`src/rtl/if_tracker_mo.sv`:
```
// Instruction-fetch tracker with multiple outstanding fetches.
// Timestamps request start, grant and response for every traced fetch,
// pairs responses with grants in order, and queues completed records in
// an output FIFO drained through a valid/ready handshake.
module if_tracker_mo #(
    parameter int ADDR_WIDTH      = 32,
    parameter int DATA_WIDTH      = 32,
    parameter int TIME_WIDTH      = 32,
    parameter int MAX_OUTSTANDING = 4,
    parameter int OUT_DEPTH       = 4
) (
    input  logic                               clk,
    input  logic                               rst,
    input  logic                               trace_en,
    input  logic                               instr_req,
    input  logic [ADDR_WIDTH-1:0]              instr_addr,
    input  logic                               instr_grant,
    input  logic                               instr_rvalid,
    input  logic [DATA_WIDTH-1:0]              instr_rdata,
    input  logic [TIME_WIDTH-1:0]              counter,
    output logic                               out_valid,
    input  logic                               out_ready,
    output logic [ADDR_WIDTH-1:0]              out_addr,
    output logic [DATA_WIDTH-1:0]              out_instr,
    output logic [TIME_WIDTH-1:0]              out_t_req,
    output logic [TIME_WIDTH-1:0]              out_t_gnt,
    output logic [TIME_WIDTH-1:0]              out_t_rsp,
    output logic [$clog2(MAX_OUTSTANDING):0]   pending_count,
    output logic                               err_overflow,
    output logic                               err_spurious,
    output logic [15:0]                        drop_count
);

    localparam int PW = $clog2(MAX_OUTSTANDING);
    localparam int OW = $clog2(OUT_DEPTH);

    typedef enum logic [0:0] {REQ_IDLE, REQ_WAIT_GNT} req_state_t;

    // Saturating increment for the drop counter.
    function automatic logic [15:0] sat_inc16(input logic [15:0] v);
        return (v == 16'hFFFF) ? v : v + 16'd1;
    endfunction

    req_state_t            state;
    logic [TIME_WIDTH-1:0] t_req_reg;

    // Pending (granted, unanswered) FIFO storage and pointers.
    logic [ADDR_WIDTH-1:0] pend_addr [MAX_OUTSTANDING];
    logic [TIME_WIDTH-1:0] pend_treq [MAX_OUTSTANDING];
    logic [TIME_WIDTH-1:0] pend_tgnt [MAX_OUTSTANDING];
    logic [PW:0]           pend_wr;
    logic [PW:0]           pend_rd;
    logic                  pend_empty;
    logic                  pend_full;

    // Completed-record output FIFO storage and pointers.
    logic [ADDR_WIDTH-1:0] oq_addr [OUT_DEPTH];
    logic [DATA_WIDTH-1:0] oq_instr [OUT_DEPTH];
    logic [TIME_WIDTH-1:0] oq_treq [OUT_DEPTH];
    logic [TIME_WIDTH-1:0] oq_tgnt [OUT_DEPTH];
    logic [TIME_WIDTH-1:0] oq_trsp [OUT_DEPTH];
    logic [OW:0]           oq_wr;
    logic [OW:0]           oq_rd;
    logic                  oq_empty;
    logic                  oq_full;

    logic                  grant_push;
    logic [TIME_WIDTH-1:0] push_treq;
    logic                  pend_push;
    logic                  pend_pop;
    logic                  oq_pop;
    logic                  oq_push;
    logic                  oq_drop;

    assign pend_empty = (pend_wr == pend_rd);
    assign pend_full  = (pend_wr[PW] != pend_rd[PW]) &&
                        (pend_wr[PW-1:0] == pend_rd[PW-1:0]);
    assign oq_empty   = (oq_wr == oq_rd);
    assign oq_full    = (oq_wr[OW] != oq_rd[OW]) &&
                        (oq_wr[OW-1:0] == oq_rd[OW-1:0]);

    // Decide whether this cycle's grant produces a pending entry, and its start time.
    always_comb begin
        grant_push = 1'b0;
        push_treq  = t_req_reg;
        case (state)
            REQ_IDLE: begin
                if (instr_req && trace_en && instr_grant) begin
                    grant_push = 1'b1;
                    push_treq  = counter;
                end
            end
            REQ_WAIT_GNT: begin
                grant_push = instr_grant;
            end
            default: begin
                grant_push = 1'b0;
            end
        endcase
    end

    // Empty/full are judged on pre-cycle state: an rvalid pairs with the
    // existing head, and a grant into a full FIFO is refused even if a pop coincides.
    assign pend_push = grant_push && !pend_full;
    assign pend_pop  = instr_rvalid && !pend_empty;
    assign oq_pop    = !oq_empty && out_ready;
    assign oq_push   = pend_pop && (!oq_full || oq_pop);
    assign oq_drop   = pend_pop && oq_full && !oq_pop;

    // Request FSM: tracks a request from start until its grant.
    always_ff @(posedge clk) begin
        if (rst) begin
            state <= REQ_IDLE;
        end else begin
            case (state)
                REQ_IDLE: begin
                    if (instr_req && trace_en && !instr_grant) begin
                        state <= REQ_WAIT_GNT;
                    end
                end
                REQ_WAIT_GNT: begin
                    if (instr_grant) begin
                        state <= REQ_IDLE;
                    end
                end
                default: state <= REQ_IDLE;
            endcase
        end
    end

    // Capture the request start time when a traced request begins.
    always_ff @(posedge clk) begin
        if (state == REQ_IDLE && instr_req && trace_en) begin
            t_req_reg <= counter;
        end
    end

    // Pending FIFO pointers.
    always_ff @(posedge clk) begin
        if (rst) begin
            pend_wr <= '0;
            pend_rd <= '0;
        end else begin
            if (pend_push) pend_wr <= pend_wr + 1'b1;
            if (pend_pop)  pend_rd <= pend_rd + 1'b1;
        end
    end

    // Pending FIFO storage.
    always_ff @(posedge clk) begin
        if (pend_push) begin
            pend_addr[pend_wr[PW-1:0]] <= instr_addr;
            pend_treq[pend_wr[PW-1:0]] <= push_treq;
            pend_tgnt[pend_wr[PW-1:0]] <= counter;
        end
    end

    // Output FIFO pointers.
    always_ff @(posedge clk) begin
        if (rst) begin
            oq_wr <= '0;
            oq_rd <= '0;
        end else begin
            if (oq_push) oq_wr <= oq_wr + 1'b1;
            if (oq_pop)  oq_rd <= oq_rd + 1'b1;
        end
    end

    // Output FIFO storage: completed record formed from the pending head.
    always_ff @(posedge clk) begin
        if (oq_push) begin
            oq_addr[oq_wr[OW-1:0]]  <= pend_addr[pend_rd[PW-1:0]];
            oq_instr[oq_wr[OW-1:0]] <= instr_rdata;
            oq_treq[oq_wr[OW-1:0]]  <= pend_treq[pend_rd[PW-1:0]];
            oq_tgnt[oq_wr[OW-1:0]]  <= pend_tgnt[pend_rd[PW-1:0]];
            oq_trsp[oq_wr[OW-1:0]]  <= counter;
        end
    end

    // Sticky error flags and saturating drop counter.
    always_ff @(posedge clk) begin
        if (rst) begin
            err_overflow <= 1'b0;
            err_spurious <= 1'b0;
            drop_count   <= '0;
        end else begin
            if (grant_push && pend_full)    err_overflow <= 1'b1;
            if (instr_rvalid && pend_empty) err_spurious <= 1'b1;
            if (oq_drop)                    drop_count   <= sat_inc16(drop_count);
        end
    end

    // Record outputs read the FIFO head; forced to zero while nothing is queued.
    assign out_valid     = !oq_empty;
    assign out_addr      = out_valid ? oq_addr[oq_rd[OW-1:0]]  : '0;
    assign out_instr     = out_valid ? oq_instr[oq_rd[OW-1:0]] : '0;
    assign out_t_req     = out_valid ? oq_treq[oq_rd[OW-1:0]]  : '0;
    assign out_t_gnt     = out_valid ? oq_tgnt[oq_rd[OW-1:0]]  : '0;
    assign out_t_rsp     = out_valid ? oq_trsp[oq_rd[OW-1:0]]  : '0;
    assign pending_count = pend_wr - pend_rd;

endmodule

```
`config.mk`:
```
export PLATFORM = sky130hd
export DESIGN_NAME = if_tracker_mo
export DESIGN_NICKNAME = d
export VERILOG_FILES = /design/src/rtl/if_tracker_mo.sv
export SDC_FILE = /design/constraint.sdc
export NUM_CORES = 1
export LEC_CHECK = 0
export BUFFER_PORTS_ARGS = -buffer_cell sky130_fd_sc_hd__buf_2
export CAP_MARGIN = 20
export CORE_MARGIN = 2
export CORE_UTILIZATION = 60
export DETAILED_ROUTE_END_ITERATION = 8
export PLACE_DENSITY = 0.79
export SLEW_MARGIN = 15
export SYNTH_ARGS = -nofsm -noshare
export SYNTH_HDL_FRONTEND = slang
export SYNTH_SLANG_ARGS = --single-unit
```
`constraint.sdc`:
```
create_clock -name clk -period 6.5 [get_ports clk]
set_input_delay 0.65 -clock clk [delete_from_list [all_inputs] [get_ports clk]]
set_output_delay 0.65 -clock clk [all_outputs]
set_load 0.005 [all_outputs]
```
**After elaboration in Yosys (flattened, before gate mapping)**

Memory sizes are Yosys's and may differ from the RTL's. A register that Yosys moved wholly into a read port is not among the register bits.
Index checks and enable logic that the tools add are counted.

- Div/mod/pow operators: 0
- $mul: 0
- Bitwise operators: 2
- Eq/ne operators: 7
- Reductions and logical operators: 23
- Order comparisons: 0
- Shifts and indexed selects: 0
- Multiplexer cells: 32
- Add/subtract/negate cells: 6

Operators with widths:

| kind | number |
|---|---|
| two-way mux 32 bit | 7 |
| two-way mux 2 bit | 16 |
| adder 16 x 1 -> 16 bit (second input constant) | 1 |
| == test 16 bit (second input constant) | 1 |
| logical AND 1 bit | 15 |
| adder 3 x 1 -> 3 bit (second input constant) | 4 |
| two-way mux 1 bit | 7 |
| == test 3 bit | 2 |
| logical NOT 1 bit | 6 |
| == test 2 bit | 2 |
| one-hot mux 1 bit (2 select lines) | 2 |
| subtractor 3 bit | 1 |
| != test 1 bit | 2 |
| inverter 1 bit | 2 |
| AND reduction 2 bit | 1 |
| logical OR 1 bit | 1 |

- Register bits after elaboration: 63
- Input bits: 103
- Bits in latches: 0
- Memory bits (writable): 1024
- Word-level logic and storage cells: 87
- Output and inout port bits: 182
- ROM bits: 0
- Memories kept: 8

Memory list:

| memory | words | bits a word | rd ports | clocked after memory_dff | wr ports | RTL line | source |
|---|---|---|---|---|---|---|---|
| oq_addr | 4 | 32 | 1 | 1 | 1 | 57 | `logic [ADDR_WIDTH-1:0] oq_addr [OUT_DEPTH];` |
| oq_instr | 4 | 32 | 1 | 1 | 1 | 58 | `logic [DATA_WIDTH-1:0] oq_instr [OUT_DEPTH];` |
| oq_tgnt | 4 | 32 | 1 | 1 | 1 | 60 | `logic [TIME_WIDTH-1:0] oq_tgnt [OUT_DEPTH];` |
| oq_treq | 4 | 32 | 1 | 1 | 1 | 59 | `logic [TIME_WIDTH-1:0] oq_treq [OUT_DEPTH];` |
| oq_trsp | 4 | 32 | 1 | 1 | 1 | 61 | `logic [TIME_WIDTH-1:0] oq_trsp [OUT_DEPTH];` |
| pend_addr | 4 | 32 | 1 | 1 | 1 | 48 | `logic [ADDR_WIDTH-1:0] pend_addr [MAX_OUTSTANDING];` |
| 2 more memories | n/a | n/a | n/a | n/a | n/a | n/a |  |

**Depth between registers and ports, before layout**

- Depth after elaboration: 7
- Gate-level depth with buffers: 8
- Mapped depth without buffers: 7

**Worst setup path before layout**

OpenSTA, ideal clock, no wires.

- Path type: flip-flop to flip-flop
- Start: register pend_wr[0]
- End: memory oq_addr[3][0], enable pin
- Stages on the path, launching flop included: 6
- Path buffers: 0
- Data arrival time: 4.927 ns
- Data required time: 5.958 ns
- Period minus slack after synthesis: 5.469 ns
- Path slack: 1.031 ns
- Path through: dfxtp_1 -> inv_1 -> ha_1 -> nand2_1 -> o21a_1 -> and3_1

- Cells in the longest elaborated chain, start to end: 6

RTL lines:

| what | RTL line | source |
|---|---|---|
| start, declared | 51 | `logic [PW:0] pend_wr;` |
| start signal, assigned | 144 | `if (pend_push) pend_wr <= pend_wr + 1'b1;` |
| == test 3 bit | 75 | `assign pend_empty = (pend_wr == pend_rd);` |
| logical NOT 1 bit | 105 | `assign pend_pop = instr_rvalid && !pend_empty;` |
| logical AND 1 bit | 105 |  |
| logical AND 1 bit | 107 | `assign oq_push = pend_pop && (!oq_full \|\| oq_pop);` |
| two-way mux 1 bit | 171 | `if (oq_push) begin` |
| two-way mux 1 bit (implied by the code) | 172 | `oq_addr[oq_wr[OW-1:0]] <= pend_addr[pend_rd[PW-1:0]];` |
| end, declared | 57 |  |

Every way passes these cells.

==> metrics.yaml <==
outcome:
  status: "complete, no violations"
critical_path:
  endpoint_kind: "output port"
  cp_slowest_cell: "dfxtp_4"
  critPathLaunchType: "flip-flop"
  crit_chain: "buf_4, mux4_2, and2_1, buf_2"
  critPathMaxStageDelay_ps: 880
  r2r_cells: 5
  crit_fanout: 39
  critPathArrivalTime_ps: 3230
  critical_path_class: "flip-flop to output port"
  cp.required_ps: 5850
sta:
  tightestPinTransition_ps: 1200
  drv_slew: 0
  relSlewSlack_pct: 19.9
  hold_viol: 0
  timing.fmax_mhz: 258
  clock_skew_ps: 21.3
  post-route-min-period_ps: 3880
  setup_viol: 0
  grt_setup_unrepaired: "no"
  fin_tns_setup_ps: 0
  finalCritPeriodShare_pct: 59.7
route:
  drcViolationCount: 0
  drtIter0Drc: 1657
  viasPerCell: 6.17
  vias: 19000
  detail-route-antenna-nets: 0
  avgRoutedWirePerCell_um: 27.2
  firstDrtPassIters: 5
  wl_um: 83700
clock_network:
  cts_resized: 0
  cts_buffers: 105
  cts.path.max_buffers: 3
  cts_root_buf: "clkbuf_16"
  cts_setup_buffers: 0
  clk_latency_ps: 660
  clkSinkCount: 1091
  path_clk_slew_ps: 60
  htreeDepth: 3
  cts_tree: "yes"
  hold_buffers: 0
place:
  gp_congestion: 0.783
  port_buffers: 284
  post-dp-hpwl_um: 43800
cells_and_area:
  fillCellCount: 3925
  final_cell_mix: "1056 x edfxtp_1, 284 x buf_2, 256 x mux4_2"
  layout_commonest_cell: "edfxtp_1"
  layout.nets: 2225
  drive_gt1_share_pct: 34.1
  syn2layout_area_growth_pct: 14.3
flow_run:
  drv_cap: 0
grt:
  grt_start_max_net_pins: 146
  grt_use_total_pct: 24.1
  antenna_found_initial: 12
  grt_pass1_wl_um: 126000
  overflow: 0
  grt_pass1_vias: 20000
synthesis:
  synthSimpleGateAreaFrac_pct: 3.59
  yosysSeqAreaShare_pct: 79.2
  synth_top_family_by_area: "multiplexers"
  synth_cells: 1782
  synth_compound_area_share_pct: 0.358
  synth_warnings: 0
  synth_edf_count: 1056
  synth-seq-cells: 1091
  syn_area_um2: 40900
  synth.avg_cell_area_um2: 23.0
  synth_mux_area_share_pct: 15.1
  synth_flop_cell: "edfxtp_1"
  synth_cell_types: 39
  synth_fa_ha_area_share_pct: 0.446
  async_flop_share_pct: 0
  synth_nets: 1899
  synth_xor_area_share_pct: 0.403
die:
  rows: 95
  die_h_um: 265
  initial_core_util_pct: 60.7
  die_w_um: 265
  core_um2: 67400
  dieArea_um2: 70300
  io_pins: 285
hold_path:
  holdPathStages: 2
  hp-class: "input port to flip-flop"
power:
  p_per_area_nw_per_um2: 342
  p_leak_nw: 15.3
  peakVddDrop_uv: 311
  total_power_w: 0.0160
[stage by stage]
| step | instance area [um^2] | setup slack [ps] | cells | hold WS [ps] | utilization, % |
|---|---|---|---|---|---|
| final | 46800 | 2620 | 3075 | 193 | 69.4 |
| after detailed placement | 43400 | 2830 | 2874 | 493 | 64.4 |
| after floorplan | 40900 | 1030 | 1782 | 460 | - |
| after global routing | 46800 | 2360 | 3074 | 184 | 69.4 |
| after CTS | 46700 | 2440 | 3067 | 153 | 69.4 |
| after global placement | 43400 | 2940 | 2874 | 484 | 64.4 |
[critical path, delay by kind of cell (launching register included)]
kind                   cells  cell delay [ps]
buffers and inverters      2              810
flip-flops                 1              880
multiplexers               1              600
AND/OR/NAND/NOR            1              190
[worst paths after layout]
| path | from | endpoint | slack, ps |
|---|---|---|---|
| setup reg to reg | pend_wr[0]$_SDFFE_PP0P_ | pend_tgnt[2][19]$_DFFE_PP_ | 2840 |
| hold reg to reg | err_spurious$_SDFFE_PP0P_ | err_spurious$_SDFFE_PP0P_ | 530 |
| setup / recovery | flip-flop | out_t_req[18] | 2620 |
| hold / removal | instr_grant | state$_SDFF_PP0_ | 190 |
[area by class of cell]
class | count | area, um^2 | area share, %
flip-flops and latches | 1091 | 32400 | 69.3
multi-input cells | 598 | 8190 | 17.5
clock buffers | 138 | 2810 | 6.02
repair buffers | 304 | 1650 | 3.52
well taps | 873 | 1090 | 2.34
clock inverters | 55 | 556 | 1.19
inverters | 8 | 30.0 | 0.0642
diodes | 8 | 20.0 | 0.0428
[power by group]
part           internal [W]  total (W)  switching [W]
sequential          0.00800    0.00812       0.000123
combinational      0.000918    0.00194        0.00102
clock               0.00344    0.00595        0.00251
total                0.0124     0.0160        0.00365
[kinds of logic after synthesis]
kind of cell	Yosys count
AO/OA/AOI/OAI	24
XOR/XNOR	18
adder cells (fa/ha/maj)	14
buffers and inverters	93
flip-flops	1091
multiplexers	293
AND/OR/NAND/NOR	249
[metal layers]
metal	GRT usage, %	vias to the layer above	part of all wire (%)
li1	-	8019	-
met4	7.53	2	2.7
met1	32.5	10100	40
met3	4.80	154	6.2
met5	0	-	0.017
met2	40.5	710	51
[Yosys cell counts (3+ instances only)]
cell type / number / share of area (%)
mux4_2: 256 / 14
or3_1: 3 / 0.046
o21ai_0: 3 / 0.037
or4_1: 4 / 0.073
and2_1: 165 / 2.5
inv_1: 8 / 0.073
a21oi_1: 13 / 0.16
nand3_1: 6 / 0.073
nand4_1: 5 / 0.076
mux2_2: 35 / 0.96
edfxtp_1: 1056 / 77
nor2_1: 29 / 0.27
nor4_1: 4 / 0.061
xnor2_1: 11 / 0.24
clkbuf_1: 54 / 0.50
buf_1: 15 / 0.14
nand2_1: 11 / 0.10
xor2_1: 6 / 0.13
and3_1: 9 / 0.14
o31ai_1: 4 / 0.073
dfxtp_1: 35 / 1.7
ha_1: 13 / 0.40
nor2b_1: 3 / 0.046
buf_2: 15 / 0.18
Power figures use the tool's default switching activity.
